### config.mk
export PLATFORM = sky130hd
export DESIGN_NAME = pipe_hazard_ctrl_flat
export DESIGN_NICKNAME = d
export VERILOG_FILES = /design/src/rtl/pipe_hazard_ctrl_if.sv /design/src/rtl/pipe_hazard_ctrl.sv /design/src/flat_wrapper.sv
export SDC_FILE = /design/constraint.sdc
export NUM_CORES = 1
export LEC_CHECK = 0
export CAP_MARGIN = 20
export CELL_PAD_IN_SITES_DETAIL_PLACEMENT = 0
export CELL_PAD_IN_SITES_GLOBAL_PLACEMENT = 1
export CORE_MARGIN = 1
export CORE_UTILIZATION = 31
export CTS_CLUSTER_DIAMETER = 50
export DETAILED_ROUTE_END_ITERATION = 7
export GPL_ROUTABILITY_DRIVEN = 0
export GPL_TIMING_DRIVEN = 1
export HOLD_SLACK_MARGIN = 0.15
export PLACE_DENSITY = 0.89
export SETUP_SLACK_MARGIN = 0.5
export SYNTH_ARGS = -nofsm -noshare
export SYNTH_HDL_FRONTEND = slang
export SYNTH_SLANG_ARGS = --single-unit
### constraint.sdc
create_clock -name clk -period 2.37 [get_ports clk]
set_input_delay 0.474 -clock clk [delete_from_list [all_inputs] [get_ports clk]]
set_output_delay 0.474 -clock clk [all_outputs]
set_load 0.02 [all_outputs]
### src/rtl/pipe_hazard_ctrl_if.sv
// Hazard-control bundle between the pipeline datapath (master) and the hazard unit (slave).
// Signal names follow the pipeline stage suffix scheme (D/E/M/W).
interface pipe_hazard_ctrl_if #(
  parameter int unsigned REG_AW = 5,
  parameter int unsigned CNT_W  = 32
) ();
  logic [REG_AW-1:0] rs1D;
  logic [REG_AW-1:0] rs2D;
  logic [REG_AW-1:0] rs1E;
  logic [REG_AW-1:0] rs2E;
  logic [REG_AW-1:0] rdE;
  logic [REG_AW-1:0] rdM;
  logic [REG_AW-1:0] rdW;
  logic              regwriteM;
  logic              regwriteW;
  logic              memrdE;
  logic              memreqM;
  logic              dmem_ready;
  logic              mdu_opE;
  logic              mdu_done;
  logic              pcsrcE;

  logic              stallF;
  logic              stallD;
  logic              stallE;
  logic              stallM;
  logic              flushD;
  logic              flushE;
  logic              flushM;
  logic              flushW;
  logic [1:0]        forwardAE;
  logic [1:0]        forwardBE;
  logic              mdu_start;
  logic [CNT_W-1:0]  stall_cnt;

  modport master (
    output rs1D, rs2D, rs1E, rs2E, rdE, rdM, rdW,
    output regwriteM, regwriteW, memrdE, memreqM, dmem_ready, mdu_opE, mdu_done, pcsrcE,
    input  stallF, stallD, stallE, stallM, flushD, flushE, flushM, flushW,
    input  forwardAE, forwardBE, mdu_start, stall_cnt
  );

  modport slave (
    input  rs1D, rs2D, rs1E, rs2E, rdE, rdM, rdW,
    input  regwriteM, regwriteW, memrdE, memreqM, dmem_ready, mdu_opE, mdu_done, pcsrcE,
    output stallF, stallD, stallE, stallM, flushD, flushE, flushM, flushW,
    output forwardAE, forwardBE, mdu_start, stall_cnt
  );
endinterface

### src/rtl/pipe_hazard_ctrl.sv
// Five-stage pipeline hazard unit: operand forwarding, load-use / memory-wait / MDU stalls,
// branch flushes and a saturating stall-cycle counter.
module pipe_hazard_ctrl #(
  parameter int unsigned REG_AW = 5,
  parameter int unsigned CNT_W  = 32
) (
  input logic               clk,
  input logic               rst,
  pipe_hazard_ctrl_if.slave hz
);

  localparam logic [REG_AW-1:0] RegZero = '0;

  typedef enum logic [1:0] {StIdle, StBusy, StHold} state_e;

  state_e           state_q, state_d;
  logic [CNT_W-1:0] stall_cnt_q, stall_cnt_d;

  logic memwait, lwstall, mdustall;
  logic stall_f, stall_d, stall_e, stall_m;
  logic flush_d, flush_e, flush_m, flush_w;
  logic mdu_start;
  logic [1:0] fwd_a, fwd_b;

  assign memwait  = hz.memreqM & ~hz.dmem_ready;
  assign lwstall  = hz.memrdE & (hz.rdE != RegZero) & ((hz.rs1D == hz.rdE) | (hz.rs2D == hz.rdE));
  assign mdustall = ((state_q == StIdle) & hz.mdu_opE) | ((state_q == StBusy) & ~hz.mdu_done);

  // M-stage result is younger than W, so it wins when both match.
  always_comb begin
    fwd_a = 2'b00;
    if (hz.regwriteM && hz.rs1E == hz.rdM && hz.rdM != RegZero) begin
      fwd_a = 2'b10;
    end else if (hz.regwriteW && hz.rs1E == hz.rdW && hz.rdW != RegZero) begin
      fwd_a = 2'b01;
    end
    fwd_b = 2'b00;
    if (hz.regwriteM && hz.rs2E == hz.rdM && hz.rdM != RegZero) begin
      fwd_b = 2'b10;
    end else if (hz.regwriteW && hz.rs2E == hz.rdW && hz.rdW != RegZero) begin
      fwd_b = 2'b01;
    end
  end

  // HOLD parks a finished MDU result behind a memory wait; it is not an MDU stall, so once
  // memwait drops EX advances and the op is never relaunched.
  always_comb begin
    state_d = state_q;
    unique case (state_q)
      StIdle:  if (hz.mdu_opE && !memwait) state_d = StBusy;
      StBusy:  if (hz.mdu_done) state_d = memwait ? StHold : StIdle;
      StHold:  if (!memwait) state_d = StIdle;
      default: state_d = StIdle;
    endcase
  end

  always_comb begin
    stall_f   = 1'b0;
    stall_d   = 1'b0;
    stall_e   = 1'b0;
    stall_m   = 1'b0;
    flush_d   = 1'b0;
    flush_e   = 1'b0;
    flush_m   = 1'b0;
    flush_w   = 1'b0;
    mdu_start = 1'b0;
    if (rst) begin
      flush_d = 1'b1;
      flush_e = 1'b1;
      flush_m = 1'b1;
      flush_w = 1'b1;
    end else if (memwait) begin
      stall_f = 1'b1;
      stall_d = 1'b1;
      stall_e = 1'b1;
      stall_m = 1'b1;
      flush_w = 1'b1;
    end else if (mdustall) begin
      stall_f   = 1'b1;
      stall_d   = 1'b1;
      stall_e   = 1'b1;
      flush_m   = 1'b1;
      mdu_start = (state_q == StIdle);
    end else begin
      flush_d = hz.pcsrcE;
      flush_e = hz.pcsrcE | lwstall;
      stall_f = lwstall & ~hz.pcsrcE;
      stall_d = lwstall & ~hz.pcsrcE;
    end
  end

  always_comb begin
    stall_cnt_d = stall_cnt_q;
    if (stall_f && stall_cnt_q != {CNT_W{1'b1}}) begin
      stall_cnt_d = stall_cnt_q + CNT_W'(1);
    end
  end

  always_ff @(posedge clk) begin
    if (rst) begin
      state_q     <= StIdle;
      stall_cnt_q <= '0;
    end else begin
      state_q     <= state_d;
      stall_cnt_q <= stall_cnt_d;
    end
  end

  assign hz.stallF    = stall_f;
  assign hz.stallD    = stall_d;
  assign hz.stallE    = stall_e;
  assign hz.stallM    = stall_m;
  assign hz.flushD    = flush_d;
  assign hz.flushE    = flush_e;
  assign hz.flushM    = flush_m;
  assign hz.flushW    = flush_w;
  assign hz.forwardAE = fwd_a;
  assign hz.forwardBE = fwd_b;
  assign hz.mdu_start = mdu_start;
  assign hz.stall_cnt = stall_cnt_q;

endmodule

### src/flat_wrapper.sv
// flat-port wrapper written by rule: the top's interface ports become plain ports
module pipe_hazard_ctrl_flat 
#(
  parameter int unsigned REG_AW = 5,
  parameter int unsigned CNT_W  = 32
)
  (clk, rst, hz_rs1D, hz_rs2D, hz_rs1E, hz_rs2E, hz_rdE, hz_rdM, hz_rdW, hz_regwriteM, hz_regwriteW, hz_memrdE, hz_memreqM, hz_dmem_ready, hz_mdu_opE, hz_mdu_done, hz_pcsrcE, hz_stallF, hz_stallD, hz_stallE, hz_stallM, hz_flushD, hz_flushE, hz_flushM, hz_flushW, hz_forwardAE, hz_forwardBE, hz_mdu_start, hz_stall_cnt);
  pipe_hazard_ctrl_if #(.REG_AW(REG_AW), .CNT_W(CNT_W)) hz_i ();
  input logic clk;
  input logic rst;
  input wire logic [$bits(hz_i.rs1D)-1:0] hz_rs1D;
  input wire logic [$bits(hz_i.rs2D)-1:0] hz_rs2D;
  input wire logic [$bits(hz_i.rs1E)-1:0] hz_rs1E;
  input wire logic [$bits(hz_i.rs2E)-1:0] hz_rs2E;
  input wire logic [$bits(hz_i.rdE)-1:0] hz_rdE;
  input wire logic [$bits(hz_i.rdM)-1:0] hz_rdM;
  input wire logic [$bits(hz_i.rdW)-1:0] hz_rdW;
  input wire logic [$bits(hz_i.regwriteM)-1:0] hz_regwriteM;
  input wire logic [$bits(hz_i.regwriteW)-1:0] hz_regwriteW;
  input wire logic [$bits(hz_i.memrdE)-1:0] hz_memrdE;
  input wire logic [$bits(hz_i.memreqM)-1:0] hz_memreqM;
  input wire logic [$bits(hz_i.dmem_ready)-1:0] hz_dmem_ready;
  input wire logic [$bits(hz_i.mdu_opE)-1:0] hz_mdu_opE;
  input wire logic [$bits(hz_i.mdu_done)-1:0] hz_mdu_done;
  input wire logic [$bits(hz_i.pcsrcE)-1:0] hz_pcsrcE;
  output wire logic [$bits(hz_i.stallF)-1:0] hz_stallF;
  output wire logic [$bits(hz_i.stallD)-1:0] hz_stallD;
  output wire logic [$bits(hz_i.stallE)-1:0] hz_stallE;
  output wire logic [$bits(hz_i.stallM)-1:0] hz_stallM;
  output wire logic [$bits(hz_i.flushD)-1:0] hz_flushD;
  output wire logic [$bits(hz_i.flushE)-1:0] hz_flushE;
  output wire logic [$bits(hz_i.flushM)-1:0] hz_flushM;
  output wire logic [$bits(hz_i.flushW)-1:0] hz_flushW;
  output wire logic [$bits(hz_i.forwardAE)-1:0] hz_forwardAE;
  output wire logic [$bits(hz_i.forwardBE)-1:0] hz_forwardBE;
  output wire logic [$bits(hz_i.mdu_start)-1:0] hz_mdu_start;
  output wire logic [$bits(hz_i.stall_cnt)-1:0] hz_stall_cnt;
  assign hz_i.rs1D = hz_rs1D;
  assign hz_i.rs2D = hz_rs2D;
  assign hz_i.rs1E = hz_rs1E;
  assign hz_i.rs2E = hz_rs2E;
  assign hz_i.rdE = hz_rdE;
  assign hz_i.rdM = hz_rdM;
  assign hz_i.rdW = hz_rdW;
  assign hz_i.regwriteM = hz_regwriteM;
  assign hz_i.regwriteW = hz_regwriteW;
  assign hz_i.memrdE = hz_memrdE;
  assign hz_i.memreqM = hz_memreqM;
  assign hz_i.dmem_ready = hz_dmem_ready;
  assign hz_i.mdu_opE = hz_mdu_opE;
  assign hz_i.mdu_done = hz_mdu_done;
  assign hz_i.pcsrcE = hz_pcsrcE;
  assign hz_stallF = hz_i.stallF;
  assign hz_stallD = hz_i.stallD;
  assign hz_stallE = hz_i.stallE;
  assign hz_stallM = hz_i.stallM;
  assign hz_flushD = hz_i.flushD;
  assign hz_flushE = hz_i.flushE;
  assign hz_flushM = hz_i.flushM;
  assign hz_flushW = hz_i.flushW;
  assign hz_forwardAE = hz_i.forwardAE;
  assign hz_forwardBE = hz_i.forwardBE;
  assign hz_mdu_start = hz_i.mdu_start;
  assign hz_stall_cnt = hz_i.stall_cnt;
  pipe_hazard_ctrl #(.REG_AW(REG_AW), .CNT_W(CNT_W)) u_core (.clk(clk), .rst(rst), .hz(hz_i));
endmodule
==> impl_metrics.tcl, run 1 <==
set metrics [dict create \
    first_pass_iters 4 \
    ys_warn_count 0 \
    yosys.area_share.xor_xnor_pct 12.0 \
    cp_common_cell "buf_6" \
    grt_pass1_vias 2728 \
    antenna_left 0 \
    grt_pass1_wl_mm 12.7 \
    numClockSinks 34 \
    worst_slew_pin_slew_ps 355 \
    slew_headroom_pct 76.1 \
    ys_seq_area_share_pct 30.2 \
    place_inst 491 \
    drv_slew 0 \
    vias 2926 \
    antenna_found_initial 0 \
    postCtsHoldBufs 0 \
    p_leak_nw 1.95 \
    clk_latency_ps 290 \
    crit_type "in2out" \
    groute.usage.overall_pct 21.1 \
    setup_viol 0 \
    cp_cell_sequence "buf_6 -> buf_6 -> xor2_1 -> or4_1 -> nor4_2 -> buf_2" \
    drive_gt1_share_pct 54.5 \
    fin_cells 542 \
    syn-num-nets 318 \
    max_stage_delay_ps 530 \
    layout_commonest_cell "buf_4" \
    dieArea_um2 7620 \
    timing.fmax_mhz 433 \
    initialDrtViolationCount 137 \
    finalWorstSetupSlack_ps 59.6 \
    rsz0062_at_grt "true" \
    worstSetupEndpointType "output port" \
    num_rows 30 \
    ys.flop_type "dfxtp_1" \
    grt_max_degree 23 \
    h-tree-depth 2 \
    synth_top_family_by_area "simple AND/OR/NAND/NOR gates" \
    ys_types 48 \
    p_per_area_nw_per_um2 322 \
    clockBufferDepth 2 \
    async_reset_ff_share_pct 0 \
    timing.final.crit_period_ps 2310 \
    dieWidth_um 87.3 \
    place_area_um2 3760 \
    min_path_type "reg2reg" \
    nets 491 \
    synthAdderAreaFrac_pct 0.555 \
    tns_ps 0 \
    path_buf_inv 3 \
    syn_to_final_growth_pct 103 \
    clk_pin_slew_ps 70 \
    cts_tree "built" \
    fin_area_um2 4580 \
    cts-root-buf "clkbuf_8" \
    drv_cap 0 \
    start_util_pct 32.6 \
    finalCritPeriodShare_pct 97.5 \
    synth_mux_area_share_pct 1.94 \
    die_y_um 87.3 \
    drc 0 \
    critPathLaunchType "input pin" \
    postSynthCellCount 272 \
    final_cell_mix "buf_4, buf_6, clkdlybuf4s50_1, nand3_1, dfxtp_1" \
    critPathRequiredTime_ps 1900 \
    synthSimpleGateAreaFrac_pct 30.6 \
    arrival_ps 1840 \
    overflow 0 \
    io_pins 90 \
    post_drt_wl_per_cell_um 15.8 \
    utilization_pct 66.3 \
    wl_mm 8.57 \
    crit_slowest_cell "or4_1" \
    syn_area_um2 2250 \
    via_per_inst 5.40 \
    hold_viol_final 0 \
    detailed_place_hpwl_mm 5.30 \
    avgSynthCellArea_um2 8.29 \
    ir_worst_vdd_mv 0.224 \
    synth_compound_area_share_pct 20.3 \
    ys_seq_elements 34 \
    synth_edf_count 0 \
    numPortBuffers 89 \
    nFillCells 535 \
    status "complete, no violations" \
    cp_top_family "simple AND/OR/NAND/NOR gates" \
    core-area_um2 6910 \
    clock_skew_ps 8.99 \
    cp_max_fo 2 \
    n_antenna_cell 0 \
    dp_worst_setup_slack_ps -794 \
    numCtsBuffers 5 \
]
[state kept, by name, summed over array words and instances, names as in the netlist]
signal / flops
u_core.state_q: 2
u_core.hz.stall_cnt: 32
[through the flow]
stage	power, mW	hold WS (ps)
CTS	1.46	466
global route	1.53	492
finish	1.47	464
global placement	0.963	451
detailed placement	0.967	464
floorplan	0.765	439
[routing by layer]
metal	track usage [%]	part of all wire [%]	wire (um)	vias to the layer above
met4	7.15	2.4	208	0
li1	-	-	-	1391
met2	36.4	50	4270	117
met5	0	0	0	-
met3	3.22	7.3	624	22
met1	26.7	40	3470	1396
[final cells by class]
| cell class | count | area (um^2) | share of cell area, % |
|---|---|---|---|
| clock inverters | 3 | 11.3 | 0.246 |
| clock buffers | 5 | 68.8 | 1.50 |
| well taps | 96 | 120 | 2.62 |
| inverters | 9 | 43.8 | 0.957 |
| repair buffers | 177 | 1620 | 35.3 |
| flip-flops and latches | 34 | 723 | 15.8 |
| multi-input cells | 218 | 1990 | 43.5 |
[Yosys cell counts (9+ instances only)]
cell type	instances	area share (%)
o31ai_1	12	4.0
nand4_1	10	2.8
xnor2_1	16	6.2
o21ai_0	14	3.1
dfxtp_1	34	30
xor2_1	15	5.8
or4_1	15	5.0
a21oi_1	24	5.3
nand2_1	19	3.2
nor2_1	9	1.5
or3_1	12	3.3
nand3_1	20	4.4
[where the power goes]
group          internal, mW  total (mW)  switching (mW)  leakage, nW
Clock                 0.196       0.420           0.224       0.0407
Combinational         0.263       0.481           0.219         1.62
Sequential            0.569       0.573         0.00396        0.286
Total                  1.03        1.47           0.447         1.95
[logic make-up (layout without fill, tap and decap cells)]
group           count (synthesis)  in the layout
simple gates                  113            113
compound gates                 69             69
flops                          34             34
xor+xnor                       31             31
buf+inv                        20            194
mux                             4              4
fa+ha+maj                       1              1
[worst register-to-register path: cells and delay by family, from the launching register on]
kind                   cells  cell delay (ps)
buffers and inverters      3              400
AND/OR/NAND/NOR            4              820
flip-flops                 1              400
AO/OA/AOI/OAI              1              150
multiplexers               1              170
[worst paths after layout]
check | from | end | slack (ps) | cells after the start
worst min-delay path | u_core.state_q[1] | u_core.state_q[0] | 460 | 1
worst min register to register | u_core.state_q[1] | u_core.state_q[0] | 460 | 1
worst max register to register | u_core.hz.stall_cnt[22] | u_core.hz.stall_cnt[1] | 320 | 9
worst max-delay path | hz_rdW[0] | hz_forwardAE[0] | 60 | 6
[timing repair]
action                     4_1_cts  5_1_grt
setup endpoints to repair       46       51
gates resized for setup        234       85
pin swaps                       74       49
cloned                           3        0
setup buffers                   28       12
hold endpoints to repair         0        0
(Power assumes the default switching activity.)
==> run 2: changes to the inputs <==
--- a/config.mk
+++ b/config.mk
@@ -15,7 +15,8 @@
 export GPL_ROUTABILITY_DRIVEN = 0
 export GPL_TIMING_DRIVEN = 1
 export HOLD_SLACK_MARGIN = 0.15
-export PLACE_DENSITY = 0.89
+export PLACE_DENSITY = 0.79
+export REMOVE_ABC_BUFFERS = 1
 export SETUP_SLACK_MARGIN = 0.5
 export SYNTH_ARGS = -nofsm -noshare
 export SYNTH_HDL_FRONTEND = slang
==> run 2 against run 1 <==
Effect of this change: first-iteration DRC count fell by 17%; sequential share of layout area fell by 0.50 points; wire length rose by 1.0%; sequential power barely moved; critical path depth did not move; non-clock buffer count increased by 7; hold slack worse by 1.2 ps; largest power group unchanged; highest routed layer unchanged.
==> impl_metrics.tcl, run 2 (synthesized netlist as in run 1, its figures left out) <==
set metrics [dict create \
    die_y_um 87.3 \
    syn_to_final_growth_pct 109 \
    switching_share_pct 29.2 \
    hold_viol_final 0 \
    postCtsHoldBufs 0 \
    drv_cap 0 \
    worstSetupEndpointType "output port" \
    numClockSinks 34 \
    pwr-share-clk_pct 29.4 \
    grt_pass1_wl_mm 13.0 \
    num_rows 30 \
    power.internal_mw 1.10 \
    place_area_um2 3570 \
    fin_cells 549 \
    vias 2835 \
    start_util_pct 32.6 \
    core-area_um2 6910 \
    tns_ps 0 \
    antenna_found_initial 0 \
    place_inst 493 \
    n_antenna_cell 0 \
    hp-start "u_core.state_q[1]" \
    detailed_place_hpwl_mm 5.39 \
    grt_pass1_vias 2730 \
    clock_skew_ps 5.64 \
    cp-endpoint "hz_forwardAE[0]" \
    utilization_pct 68.3 \
    overflow 0 \
    final_cell_mix "buf_4, buf_6, clkdlybuf4s50_1, nand3_1" \
    worstSetupStartpoint "hz_rdM[2]" \
    crit_type "in2out" \
    dieArea_um2 7620 \
    groute.usage.overall_pct 21.5 \
    critPathRequiredTime_ps 1900 \
    min_delay_path_depth 1 \
    via_per_inst 5.16 \
    clockBufferDepth 2 \
    timing.final.crit_period_ps 2310 \
    timing.fmax_mhz 434 \
    holdWs_ps 463 \
    numCtsBuffers 5 \
    wl_mm 8.66 \
    layout_commonest_cell "buf_4" \
    setup_viol 0 \
    drv_slew 0 \
    r2r_slack_ps 280 \
    p_per_area_nw_per_um2 328 \
    r2r-start "u_core.hz.stall_cnt[0]" \
    clk_pin_slew_ps 70 \
    p_leak_nw 1.98 \
    clk_latency_ps 290 \
    drc 0 \
    largest_reg_flops 32 \
    crit-reg2reg-capture "u_core.hz.stall_cnt[13]" \
    post_drt_wl_per_cell_um 15.8 \
    arrival_ps 1830 \
    pwr-share-seq_pct 37.1 \
    rsz0062_at_grt "true" \
    drive_gt1_share_pct 55.2 \
    ir_worst_vdd_mv 0.213 \
    cp_max_fo 2 \
    antenna_left 0 \
    finalCritPeriodShare_pct 97.3 \
    cts_tree "built" \
    grt_max_degree 28 \
    io_pins 90 \
    slew_headroom_pct 73.8 \
    nFillCells 529 \
    combPwrFrac_pct 33.5 \
    nets 498 \
    cts-root-buf "clkbuf_8" \
    fin_area_um2 4720 \
    reg2reg_depth 10 \
    worst_slew_pin_slew_ps 393 \
    critPathLaunchType "input pin" \
    dieWidth_um 87.3 \
    status "complete, no violations" \
    numPortBuffers 89 \
    initialDrtViolationCount 114 \
    h-tree-depth 2 \
    first_pass_iters 4 \
    multiInputGateArea_um2 2000 \
    power_switching_uw 452 \
    regArea_um2 722 \
    min_path_type "reg2reg" \
]
==> run 2: power groups by stage <==
stage	clock network [mW]	logic, mW	registers, mW
floorplan	0	0.119	0.596
global placement	0	0.343	0.594
detailed placement	0	0.347	0.594
CTS	0.459	0.464	0.578
global route	0.491	0.550	0.574
finish	0.455	0.519	0.574
==> run 2: routing by layer <==
metal | up-vias | track usage (%) | part of all wire (%)
li1 | 1407 | - | -
met1 | 1337 | 25.9 | 41
met2 | 79 | 39.1 | 53
met3 | 12 | 4.08 | 4.5
met4 | 0 | 4.92 | 1.4
met5 | - | 0 | 0
==> run 2: worst min-delay path by stage <==
stage | endpoint | slack (ps)
6_report | u_core.state_q[0] | 460
5_1_grt | u_core.state_q[0] | 500
4_1_cts | u_core.state_q[0] | 450
3_5_place_dp | u_core.state_q[0] | 460
3_3_place_gp | u_core.state_q[0] | 440
2_1_floorplan | u_core.state_q[0] | 420
==> run 2: cell type report <==
type	instances	area share (%)
tap	96	2.55
inverter	9	0.716
multi-input combinational	218	42.4
sequential	34	15.3
timing repair buffer	184	37.1
clock inverter	1	0.106
clock buffer	7	1.83
==> run 2: stage by stage <==
stage          total power [mW]  worst slack [ps]
5_1_grt                    1.61              6.98
6_report                   1.55              65.0
2_1_floorplan             0.716              -558
3_3_place_gp              0.937              -767
4_1_cts                    1.50              88.5
3_5_place_dp              0.940              -848
==> run 2: critical path, stage by stage <==
cell and delay [ps]:
buf_6 90, or4_4 530, o21ai_4 180, nor4_4 60, nor4_2 300, buf_4 190
==> run 2: timing repair <==
| action | in CTS | in global routing |
|---|---|---|
| pin swaps | 92 | 33 |
| gates resized for setup | 288 | 95 |
| endpoints found under the setup margin | 47 | 53 |
| buffers inserted | 29 | 13 |
| endpoints found under the hold margin | 0 | 0 |
| gates cloned | 6 | 0 |
